**src/rtl/ahb_sram_bridge_if.sv**
```systemverilog
// AHB-Lite bus bundle between the core's master port and the SRAM bridge slave.
interface ahb_sram_bridge_if;
  localparam int unsigned AW = 32;
  localparam int unsigned DW = 32;

  logic          HSEL;
  logic [AW-1:0] HADDR;
  logic [1:0]    HTRANS;
  logic          HWRITE;
  logic [2:0]    HSIZE;
  logic [DW-1:0] HWDATA;
  logic          HREADY;
  logic [DW-1:0] HRDATA;
  logic          HREADYOUT;
  logic          HRESP;

  modport master (
    output HSEL, HADDR, HTRANS, HWRITE, HSIZE, HWDATA, HREADY,
    input  HRDATA, HREADYOUT, HRESP
  );

  modport slave (
    input  HSEL, HADDR, HTRANS, HWRITE, HSIZE, HWDATA, HREADY,
    output HRDATA, HREADYOUT, HRESP
  );
endinterface

```
**src/rtl/ahb_sram_bridge.sv**
```systemverilog
// AHB-Lite slave driving a single-port synchronous SRAM macro.
// Writes are zero-wait; a read that follows a write stalls one cycle.
module ahb_sram_bridge #(
  parameter int unsigned MEM_BYTES = 32'd4194304
) (
  input  logic                 HCLK,
  input  logic                 HRESET,
  ahb_sram_bridge_if.slave     ahb,
  output logic                 sram_cen,
  output logic                 sram_wen,
  output logic [3:0]           sram_ben,
  output logic [31:0]          sram_addr,
  output logic [31:0]          sram_din,
  input  logic [31:0]          sram_dout
);

  localparam int unsigned AW = 32;
  localparam int unsigned DW = 32;
  localparam int unsigned BW = 4;

  typedef enum logic [2:0] {
    S_IDLE, S_WR, S_RDS, S_RD, S_ERR1, S_ERR2
  } state_e;

  state_e        state_q, state_d;
  logic [AW-1:0] addr_q, addr_d;
  logic [BW-1:0] ben_q, ben_d;
  logic [AW-1:0] sram_addr_q;

  logic          hreadyout_c;
  logic          accept_c;
  logic          err_c;
  logic [BW-1:0] ben_c;
  logic [AW-1:0] word_addr_c;
  logic          unused_trans0;

  assign unused_trans0 = ahb.HTRANS[0];

  // Only IDLE/WR/RD/ERR2 present HREADYOUT=1, so only they can take a new address phase.
  assign hreadyout_c = (state_q != S_RDS) && (state_q != S_ERR1);
  assign accept_c    = ahb.HSEL && ahb.HTRANS[1] && ahb.HREADY && hreadyout_c;
  assign word_addr_c = {ahb.HADDR[AW-1:2], 2'b00};

  assign err_c = (ahb.HSIZE > 3'd2)
              || ((ahb.HSIZE == 3'd1) && ahb.HADDR[0])
              || ((ahb.HSIZE == 3'd2) && (ahb.HADDR[1:0] != 2'b00))
              || (ahb.HADDR >= AW'(MEM_BYTES));

  // Little-endian active-low lane enables
  always_comb begin
    unique case (ahb.HSIZE)
      3'd0:    ben_c = ~(BW'(1) << ahb.HADDR[1:0]);
      3'd1:    ben_c = ahb.HADDR[1] ? 4'b0011 : 4'b1100;
      default: ben_c = 4'h0;
    endcase
  end

  always_comb begin
    state_d   = state_q;
    addr_d    = addr_q;
    ben_d     = ben_q;
    sram_cen  = 1'b1;
    sram_wen  = 1'b1;
    sram_ben  = 4'hF;
    sram_addr = sram_addr_q;
    sram_din  = '0;

    unique case (state_q)
      S_WR: begin
        sram_cen  = 1'b0;
        sram_wen  = 1'b0;
        sram_ben  = ben_q;
        sram_addr = addr_q;
        sram_din  = ahb.HWDATA;
      end
      S_RDS: begin
        sram_cen  = 1'b0;
        sram_ben  = ben_q;
        sram_addr = addr_q;
        state_d   = S_RD;
      end
      S_ERR1:  state_d = S_ERR2;
      default: ;
    endcase

    if (accept_c) begin
      if (err_c) begin
        state_d = S_ERR1;
      end else if (ahb.HWRITE || (state_q == S_WR)) begin
        // Writes, and reads colliding with a committing write, are latched
        state_d = ahb.HWRITE ? S_WR : S_RDS;
        addr_d  = word_addr_c;
        ben_d   = ben_c;
      end else begin
        state_d   = S_RD;
        sram_cen  = 1'b0;
        sram_ben  = ben_c;
        sram_addr = word_addr_c;
      end
    end else if (hreadyout_c) begin
      state_d = S_IDLE;
    end

    // Reset suppresses any access, including a write in its data phase
    if (HRESET) begin
      sram_cen  = 1'b1;
      sram_wen  = 1'b1;
      sram_ben  = 4'hF;
      sram_addr = sram_addr_q;
      sram_din  = '0;
    end
  end

  always_ff @(posedge HCLK) begin
    if (HRESET) begin
      state_q     <= S_IDLE;
      addr_q      <= '0;
      ben_q       <= 4'hF;
      sram_addr_q <= '0;
    end else begin
      state_q     <= state_d;
      addr_q      <= addr_d;
      ben_q       <= ben_d;
      sram_addr_q <= sram_addr;
    end
  end

  assign ahb.HREADYOUT = hreadyout_c;
  assign ahb.HRESP     = !HRESET && ((state_q == S_ERR1) || (state_q == S_ERR2));
  assign ahb.HRDATA    = (!HRESET && (state_q == S_RD)) ? sram_dout : DW'(0);

endmodule

```
**src/flat_wrapper.sv**
```systemverilog
// flat-port wrapper written by rule: the top's interface ports become plain ports
module ahb_sram_bridge_flat 
#(
  parameter int unsigned MEM_BYTES = 32'd4194304
)
  (HCLK, HRESET, sram_cen, sram_wen, sram_ben, sram_addr, sram_din, sram_dout, ahb_HSEL, ahb_HADDR, ahb_HTRANS, ahb_HWRITE, ahb_HSIZE, ahb_HWDATA, ahb_HREADY, ahb_HRDATA, ahb_HREADYOUT, ahb_HRESP);
  ahb_sram_bridge_if ahb_i ();
  input  logic HCLK;
  input  logic HRESET;
  output logic sram_cen;
  output logic sram_wen;
  output logic [3:0] sram_ben;
  output logic [31:0] sram_addr;
  output logic [31:0] sram_din;
  input  logic [31:0] sram_dout;
  input wire logic [$bits(ahb_i.HSEL)-1:0] ahb_HSEL;
  input wire logic [$bits(ahb_i.HADDR)-1:0] ahb_HADDR;
  input wire logic [$bits(ahb_i.HTRANS)-1:0] ahb_HTRANS;
  input wire logic [$bits(ahb_i.HWRITE)-1:0] ahb_HWRITE;
  input wire logic [$bits(ahb_i.HSIZE)-1:0] ahb_HSIZE;
  input wire logic [$bits(ahb_i.HWDATA)-1:0] ahb_HWDATA;
  input wire logic [$bits(ahb_i.HREADY)-1:0] ahb_HREADY;
  output wire logic [$bits(ahb_i.HRDATA)-1:0] ahb_HRDATA;
  output wire logic [$bits(ahb_i.HREADYOUT)-1:0] ahb_HREADYOUT;
  output wire logic [$bits(ahb_i.HRESP)-1:0] ahb_HRESP;
  assign ahb_i.HSEL = ahb_HSEL;
  assign ahb_i.HADDR = ahb_HADDR;
  assign ahb_i.HTRANS = ahb_HTRANS;
  assign ahb_i.HWRITE = ahb_HWRITE;
  assign ahb_i.HSIZE = ahb_HSIZE;
  assign ahb_i.HWDATA = ahb_HWDATA;
  assign ahb_i.HREADY = ahb_HREADY;
  assign ahb_HRDATA = ahb_i.HRDATA;
  assign ahb_HREADYOUT = ahb_i.HREADYOUT;
  assign ahb_HRESP = ahb_i.HRESP;
  ahb_sram_bridge #(.MEM_BYTES(MEM_BYTES)) u_core (.HCLK(HCLK), .HRESET(HRESET), .ahb(ahb_i), .sram_cen(sram_cen), .sram_wen(sram_wen), .sram_ben(sram_ben), .sram_addr(sram_addr), .sram_din(sram_din), .sram_dout(sram_dout));
endmodule
```
**config.mk**
```make
export PLATFORM = sky130hd
export DESIGN_NAME = ahb_sram_bridge_flat
export DESIGN_NICKNAME = d
export VERILOG_FILES = /design/src/rtl/ahb_sram_bridge_if.sv /design/src/rtl/ahb_sram_bridge.sv /design/src/flat_wrapper.sv
export SDC_FILE = /design/constraint.sdc
export NUM_CORES = 1
export LEC_CHECK = 0
export CAP_MARGIN = 20
export CORE_ASPECT_RATIO = 1.25
export CORE_MARGIN = 2
export CORE_UTILIZATION = 35
export DETAILED_ROUTE_END_ITERATION = 10
export PLACE_DENSITY = 0.77
export SYNTH_ARGS = -nofsm -noshare
export SYNTH_HDL_FRONTEND = slang
export SYNTH_SLANG_ARGS = --single-unit
```
**constraint.sdc**
```tcl
create_clock -name HCLK -period 2 [get_ports HCLK]
set_input_delay 0.3 -clock HCLK [delete_from_list [all_inputs] [get_ports HCLK]]
set_output_delay 0.3 -clock HCLK [all_outputs]
set_load 0.01 [all_outputs]
```
Word-level counts from Yosys, hierarchy flattened
Cells that the tools add are included.
- multiplexer cells: 28
- bitwise gates (word level): 2
- reduce and logical (&&, ||, !) cells: 19
- order comparisons: 2
- equal/unequal tests: 9
- shifts and indexed selects: 1
- operator list (cell ; count):
    $mux 32 ; 8
    $ge 32x23->1 const B ; 1
    $mux 4 ; 6
    $mux 3 ; 4
    $eq 3x2->1 const B ; 3
    $logic_and 1x1->1 ; 8
    $pmux 4 s2 ; 1
    $mux 1 ; 7
    $eq 3x1->1 const B ; 2
    $eq 3x3->1 const B ; 2
    $pmux 3 s2 ; 1
    $logic_or 1x1->1 ; 5
    $not 4->4 ; 1
    $reduce_bool 4->1 ; 1
    $shl 1x2->4 const A ; 1
    $gt 3x2->1 const B ; 1
    $logic_not 3->1 ; 1
    $ne 3x2->1 const B ; 1
    $ne 3x3->1 const B ; 1
    $reduce_and 3->1 ; 1
    $mux 2 ; 1
    $reduce_bool 2->1 ; 1
    $reduce_or 2->1 ; 1
    $logic_not 1->1 ; 1
    $not 1->1 ; 1
- register bits: 69
- logic and storage cells: 65
- input port bits: 106

Longest topological paths before layout
Gate-level depths: netlist of run 1.
- word-level depth: 8
- depth in mapped cells: 8
- depth with buffers taken out: 6

Worst setup path after synthesis of run 1
OpenSTA, ideal clock, no wires.
- kind: input port to output port
- from: in ahb_HADDR[27]
- to: out sram_addr[24]
- required time: 1.700 ns
- slack: -0.120 ns
- arrival time: 1.820 ns
- stages on the path: 7
- path buffers: 1
- cell sequence: or4_1 -> nor2_4 -> nand4b_4 -> a21oi_2 -> inv_2 -> buf_2 -> a22o_1
- word-level cells in the longest chain between the ends: 5
- ends and longest elaborated chain (element ; line ; RTL):
    from (decl) ; flat_wrapper.sv:17 ; input wire logic [$bits(ahb_i.HADDR)-1:0] ahb_HADDR;
    $ge 32x23->1 ; ahb_sram_bridge.sv:47 ; || (ahb.HADDR >= AW'(MEM_BYTES));
    $logic_or 1x1->1 ; ahb_sram_bridge.sv:47 ;
    $mux 32 ; ahb_sram_bridge.sv:87 ; if (err_c) begin
    $mux 32 ; ahb_sram_bridge.sv:86 ; if (accept_c) begin
    $mux 32 ; ahb_sram_bridge.sv:105 ; if (HRESET) begin
    to (decl) ; flat_wrapper.sv:13 ; output logic [31:0] sram_addr;
No other way between the ends.

Worst setup path after layout of run 1
- from: in ahb_HADDR[25]
- to: out sram_addr[2]
Same word-level chain as after synthesis.

==> results of run 1 <==
[state kept, by name, indices dropped and copies added, names as in the netlist]
signal,count
u_core.sram_addr_q,32
u_core.state_q,3
u_core.addr_q,30
u_core.ben_q,4
[cells in the final DEF, fill, tap and decap left out, types with 4 or more instances in the layout]
master           Yosys  routed
clkdlybuf4s50_1      0      89
o21a_1              20      20
nor3_1              11       5
clkdlybuf4s15_2      0      41
a31oi_1             20      20
a22o_1              10      10
a21oi_1             45      41
clkbuf_16            0       9
nor3_2               0       5
buf_12               0       8
o22a_1              40      40
dfxtp_1             69      67
dlygate4sd2_1        0       7
buf_6                0      13
and2_1              76      75
clkbuf_2             0      13
nor2_1               6       6
a21oi_2              1       4
nand2_1            105     104
buf_2                9      51
buf_4                3      49
[logic make-up (layout without fill, tap and decap cells)]
family	after synthesis	in the layout	synth area share (%)
AND/OR/NAND/NOR	216	216	29.6
buffers and inverters	43	299	4.97
XOR/XNOR	2	2	0.474
flip-flops	69	69	37.4
AO/OA/AOI/OAI	146	146	27.6
[layout make-up]
type / instances / area (um^2)
clock buffer: 9 / 225
clock inverter: 6 / 113
fill: 840 / 3470
inverter: 3 / 16.3
multi-input combinational: 364 / 2240
sequential: 69 / 1390
tap: 129 / 161
timing repair buffer: 281 / 2600
[metrics by stage]
stage / worst slack (ns) / TNS [ns]
2_1_floorplan: -0.0356 / -0.337
3_3_place_gp: -0.954 / -50.19
3_5_place_dp: -0.973 / -53.69
4_1_cts: -0.466 / -25.36
5_1_grt: -0.494 / -27.76
6_report: -0.430 / -18.74
[worst paths after layout]
kind                              start                     to  slack [ns]  depth (start not counted)
hold reg to reg   u_core.sram_addr_q[1]  u_core.sram_addr_q[1]        0.43                          2
hold / removal    u_core.sram_addr_q[1]  u_core.sram_addr_q[1]        0.43                          2
setup reg to reg      u_core.state_q[1]      u_core.addr_q[23]        0.07                          6
setup / recovery          ahb_HADDR[25]           sram_addr[2]       -0.43                          9
[critical path: cells and delay by family]
family	cells	cell delay [ns]
AOI/OAI and AO/OA	2	0.42
and+or+nand+nor	3	0.83
buffers and inverters	4	0.57
[cells in the mapped netlist (all sizes together)]
cell type	instances	area [um^2]
nand4	2	12.5
o31ai	2	15.0
xor2	1	8.76
nor3b	3	22.5
nor2	7	33.8
and3	1	6.26
o2111a	1	11.3
a22o	10	87.6
a31oi	20	125
nand2	105	394
or3	1	6.26
o21bai	3	22.5
nand4b	1	23.8
buf	14	75.1
o22a	40	350
nor2b	1	6.26
o21a	20	150
or4	2	15.0
and2	76	475
o211a	1	10.0
nor3	11	55.1
xnor2	1	8.76
or3b	1	8.76
clkbuf	26	97.6
o21ai	3	15.0
nand2b	3	18.8
or2	1	6.26
a21oi	46	234
dfxtp	69	1380
and4	1	8.76
inv	3	11.3
[layer usage]
layer  global-route usage (%)  wire [um]
met4                     8.75        320
met2                     43.2       7160
met3                     5.19        777
met5                        0          0
met1                     26.4       5290
[power groups by stage]
stage,Sequential (mW),Combinational (mW),Clock (mW)
3_5_place_dp,1.41,0.360,0
6_report,1.38,0.368,1.80
2_1_floorplan,1.41,0.0765,0
5_1_grt,1.38,0.392,1.89
3_3_place_gp,1.41,0.355,0
4_1_cts,1.38,0.359,1.82
[what timing repair did]
action / CTS / global route
endpoints found under the hold margin: 0 / 0
setup endpoints to repair: 114 / 104
setup buffers: 18 / 4
pin swaps: 13 / 9
gates resized for setup: 370 / 45
gates cloned: 5 / 0
==> impl_metrics.ini, run 1 <==
[sta]
fmax_mhz = 411
fin_crit_sh_pct = 122
slew_viol_final = 0
finalHoldViolations = 0
setup_slack_ns = -0.430
finalSetupViolations = 101
fin_skew_ns = 0.00503
grt_setup_unrepaired = yes
finalCriticalPeriod_ns = 2.43
relSlewSlack_pct = 60.9
tightest_slew_ns = 0.584
fin_hold_ws_ns = 0.431

[layout]
fin_area_mm2 = 0.00674
drive_above_1_share_pct = 30.5
finish.utilization_pct = 66.0
final-instance-count-excl-fill = 861
areaGrowthSynthToFinish_pct = 82.3
final_nets = 834
antenna_cells = 0

[power_and_ir_drop]
ir_drop_mv = 0.400
p_clk_share_pct = 50.8
combPwrFrac_pct = 10.4
p_sw_mw = 0.720
power_mw = 3.55
power_frac_seq_pct = 38.8
switching_share_pct = 20.3
powerDensity_mw_per_mm2 = 527
intPower_mw = 2.83
leakagePower_nw = 2.77

[clocking]
root_buffer = clkbuf_16
cts.sink_count = 69
clk_latency_ns = 0.32
clock_path_buffers = 2
cts.clk_slew.worst_paths_ns = 0.05
cts_tree = yes
ctsHoldBuffers = 0
cts_max_level = 3
cts_made_buffers = 9

[drt]
detail_route.iter0.violations = 174
firstDrtPassIters = 4
drtAntennaViolNets = 0
viasPerCell = 5.12
wl_per_cell_um = 15.7
wl_um = 13600
drc = 0
num_vias = 4410

[global_routing]
overflow = 0
antenna_found_initial = 0
grt_pass1_wl_um = 21700
grt_max_degree = 53
gr-usage-all-layers_pct = 23.8
grt_pass1_vias = 4616

[worst_setup_path]
crit_path_frequent_cell = buf_6
worstSetupPathType = input port to primary output
crit_path_max_incr_delay_ns = 0.49
critPathMaxFanout = 4
start_kind = input port
end_kind = primary output
crit_chain = clkdlybuf4s15_1 > or4_4 > nor2_4 > nand4b_4 > a21oi_4 > buf_6 > buf_6 > o22a_1 > buf_2
cpMaxStageDelayCell = or4_4
critPathArrivalTime_ns = 2.13
cp.required_ns = 1.70

[synthesis]
yosys_warnings = 0
synth_nets = 582
syn_area_per_cell_um2 = 7.77
yosysSeqAreaShare_pct = 37.4
ys_ff_latch = 69
syn-cell-area_mm2 = 0.00370
synth_cell_type_count = 36
syn_inst = 476

[outcome]
outcome = finished, violations left
violations = setup timing

[placement]
dp_hpwl_um = 9380
dp.cells = 819
io_buffers = 208
routabilityCongestion = 0.845
place_area_mm2 = 0.00621

[die]
die_area_mm2 = 0.0114
rows = 41
die_h_um = 119
start_util_pct = 36.2
die_w_um = 95.9
core-area_mm2 = 0.0102
ios = 210

[job]
maxCapViolations = 0

[hold_path]
hold_path_class = flip-flop to flip-flop
(Power assumes the default switching activity.)
==> run 2, diff against run 1 <==
--- a/config.mk
+++ b/config.mk
@@ -10,6 +10,7 @@
 export CORE_MARGIN = 2
 export CORE_UTILIZATION = 35
 export DETAILED_ROUTE_END_ITERATION = 10
+export GPL_ROUTABILITY_DRIVEN = 0
 export PLACE_DENSITY = 0.77
 export SYNTH_ARGS = -nofsm -noshare
 export SYNTH_HDL_FRONTEND = slang
==> constraint.sdc (replaced) <==
create_clock -name HCLK -period 2 [get_ports HCLK]
set_input_delay 0.3 -clock HCLK [delete_from_list [all_inputs] [get_ports HCLK]]
set_output_delay 0.3 -clock HCLK [all_outputs]
set_load 0.1 [all_outputs]
==> impl_metrics.ini, run 2 (synthesis results as in run 1) <==
[die]
ios = 210
rows = 41
die_area_mm2 = 0.0114
die_w_um = 95.9
core-area_mm2 = 0.0102
die_h_um = 119
start_util_pct = 36.2

[clocking]
clock_path_buffers = 2
cts_max_level = 3
root_buffer = clkbuf_16
cts.clk_slew.worst_paths_ns = 0.05
clk_latency_ns = 0.33
cts.sink_count = 69
cts_made_buffers = 9
cts_tree = yes

[drt]
drtAntennaViolNets = 0
viasPerCell = 5.44
wl_um = 16300
wl_per_cell_um = 19.1
firstDrtPassIters = 6
drc = 0
detail_route.iter0.violations = 305
num_vias = 4631

[global_routing]
overflow = 0
antenna_found_initial = 0
gr-usage-all-layers_pct = 26.6
grt_max_degree = 50
grt_pass1_wl_um = 23800
grt_pass1_vias = 4686

[hold_path]
whs_endpoint = u_core.sram_addr_q[1]
worst_hold_path.num_cells = 2
hold_path_class = flip-flop to flip-flop
hold_start = u_core.sram_addr_q[1]

[worst_setup_path]
critPathArrivalTime_ns = 2.09
r2r-start = u_core.state_q[2]
end_kind = primary output
reg2reg_depth = 7
rrSetupSlack_ns = 0.18
cp.required_ns = 1.70
start_kind = input port
crit_path_frequent_cell = buf_6
crit_path_max_incr_delay_ns = 0.54
critPathMaxFanout = 18
cpMaxStageDelayCell = or4_4
worstSetupPathType = input port to primary output
crit_chain = buf_6 > or4_4 > nor2_4 > nand4b_4 > buf_6 > o22a_1 > o22a_4 > buf_12
rr_endpoint = u_core.addr_q[12]

[sta]
fin_crit_sh_pct = 119
finalSetupViolations = 102
fin_skew_ns = 0.00721
fmax_mhz = 419
finalHoldViolations = 0
slew_viol_final = 0
setup_slack_ns = -0.387
finalCriticalPeriod_ns = 2.39
grt_setup_unrepaired = yes
tightest_slew_ns = 0.400
relSlewSlack_pct = 73.3

[layout]
layout_commonest_cell = buf_12
final_cell_mix = 114 x buf_12, 104 x nand2_1, 88 x clkdlybuf4s50_1
reg_top3 = u_core.sram_addr_q: 32 flops, u_core.addr_q: 30 flops, u_core.ben_q: 4 flops
drive_above_1_share_pct = 44.0
finish.utilization_pct = 82.0
seq_area_mm2 = 0.00139
fillers = 524
areaGrowthSynthToFinish_pct = 126
largest_reg_flops = 32
regMostFlops = u_core.sram_addr_q
final_nets = 824
multi_input_area_mm2 = 0.00266
antenna_cells = 0

[outcome]
outcome = finished, violations left
violations = setup timing

[power_and_ir_drop]
powerDensity_mw_per_mm2 = 411
ir_drop_mv = 0.494
leakagePower_nw = 3.28

[placement]
io_buffers = 208
post-place-ws_ns = -0.736
dp_hpwl_um = 11100

[job]
maxCapViolations = 0
[run 2: changes by cell type in the layout (fill, tap and decap cells not counted), sizes merged]
| cell | delta |
|---|---|
| clkbuf | -7 |
| dlygate4sd2 | -2 |
| bufbuf | -2 |
| clkinv | +2 |
| buf | +46 |
| bufinv | -2 |
| dlymetal6s2s | -1 |
| clkdlybuf4s15 | -42 |
| clkdlybuf4s50 | -1 |
[run 2: per-layer routing]
layer | track usage (%) | vias to the layer above | part of all wire [%]
met5 | 0 | - | 0
met4 | 6.52 | 0 | 1.5
met3 | 7.02 | 20 | 6.1
met2 | 49.3 | 199 | 57
met1 | 29.3 | 2270 | 36
li1 | - | 2142 | -
[run 2: worst max-delay path by stage]
stage / start / endpoint / slack, ns / cells after the start
2_1_floorplan: ahb_HADDR[23] / sram_addr[24] / -0.22 / 7
3_3_place_gp: ahb_HADDR[23] / sram_addr[10] / -0.69 / 8
3_5_place_dp: ahb_HADDR[23] / sram_addr[24] / -0.74 / 8
4_1_cts: ahb_HADDR[30] / sram_addr[7] / -0.41 / 9
5_1_grt: ahb_HADDR[28] / sram_addr[13] / -0.45 / 8
6_report: ahb_HADDR[28] / sram_addr[13] / -0.39 / 8
[run 2: critical path, delay by kind of cell]
kind,cells,cell delay (ns)
compound gates,2,0.44
buf+inv,3,0.46
simple gates,3,0.89
[run 2: area by class of cell]
cell class / instances / share of cell area [%]
Clock inverter: 6 / 0.747
Timing Repair Buffer: 271 / 45.8
Multi-Input combinational cell: 364 / 31.8
Tap cell: 129 / 1.93
Inverter: 3 / 0.284
Clock buffer: 10 / 2.85
Sequential cell: 69 / 16.6
[run 2: metrics by stage]
| stage | TNS [ns] | cells | cell area (um^2) | hold WS [ns] | power, mW |
|---|---|---|---|---|---|
| 6_report | -26.15 | 852 | 8370 | 0.447 | 3.44 |
| 5_1_grt | -33.63 | 852 | 8370 | 0.469 | 3.53 |
| 4_1_cts | -19.24 | 841 | 8130 | 0.445 | 3.43 |
| 3_5_place_dp | -46.89 | 820 | 7730 | 0.435 | 1.84 |
| 3_3_place_gp | -41.20 | 820 | 7730 | 0.422 | 1.83 |
| 2_1_floorplan | -6.06 | 476 | 4180 | 0.416 | 1.55 |
[run 2: repair_timing]
action	4_1_cts	5_1_grt
hold buffers	0	0
setup buffers	4	8
setup endpoints to repair	135	112
gates cloned	1	5
pin swaps	13	8
resized for setup	48	26
[run 2: report_power, final]
| group | switching, mW | internal, mW | leakage (nW) | total, mW |
|---|---|---|---|---|
| Sequential | 0.00290 | 1.37 | 0.558 | 1.38 |
| Clock | 0.619 | 0.997 | 0.152 | 1.62 |
| Combinational | 0.189 | 0.260 | 2.57 | 0.449 |
| Total | 0.811 | 2.63 | 3.28 | 3.44 |
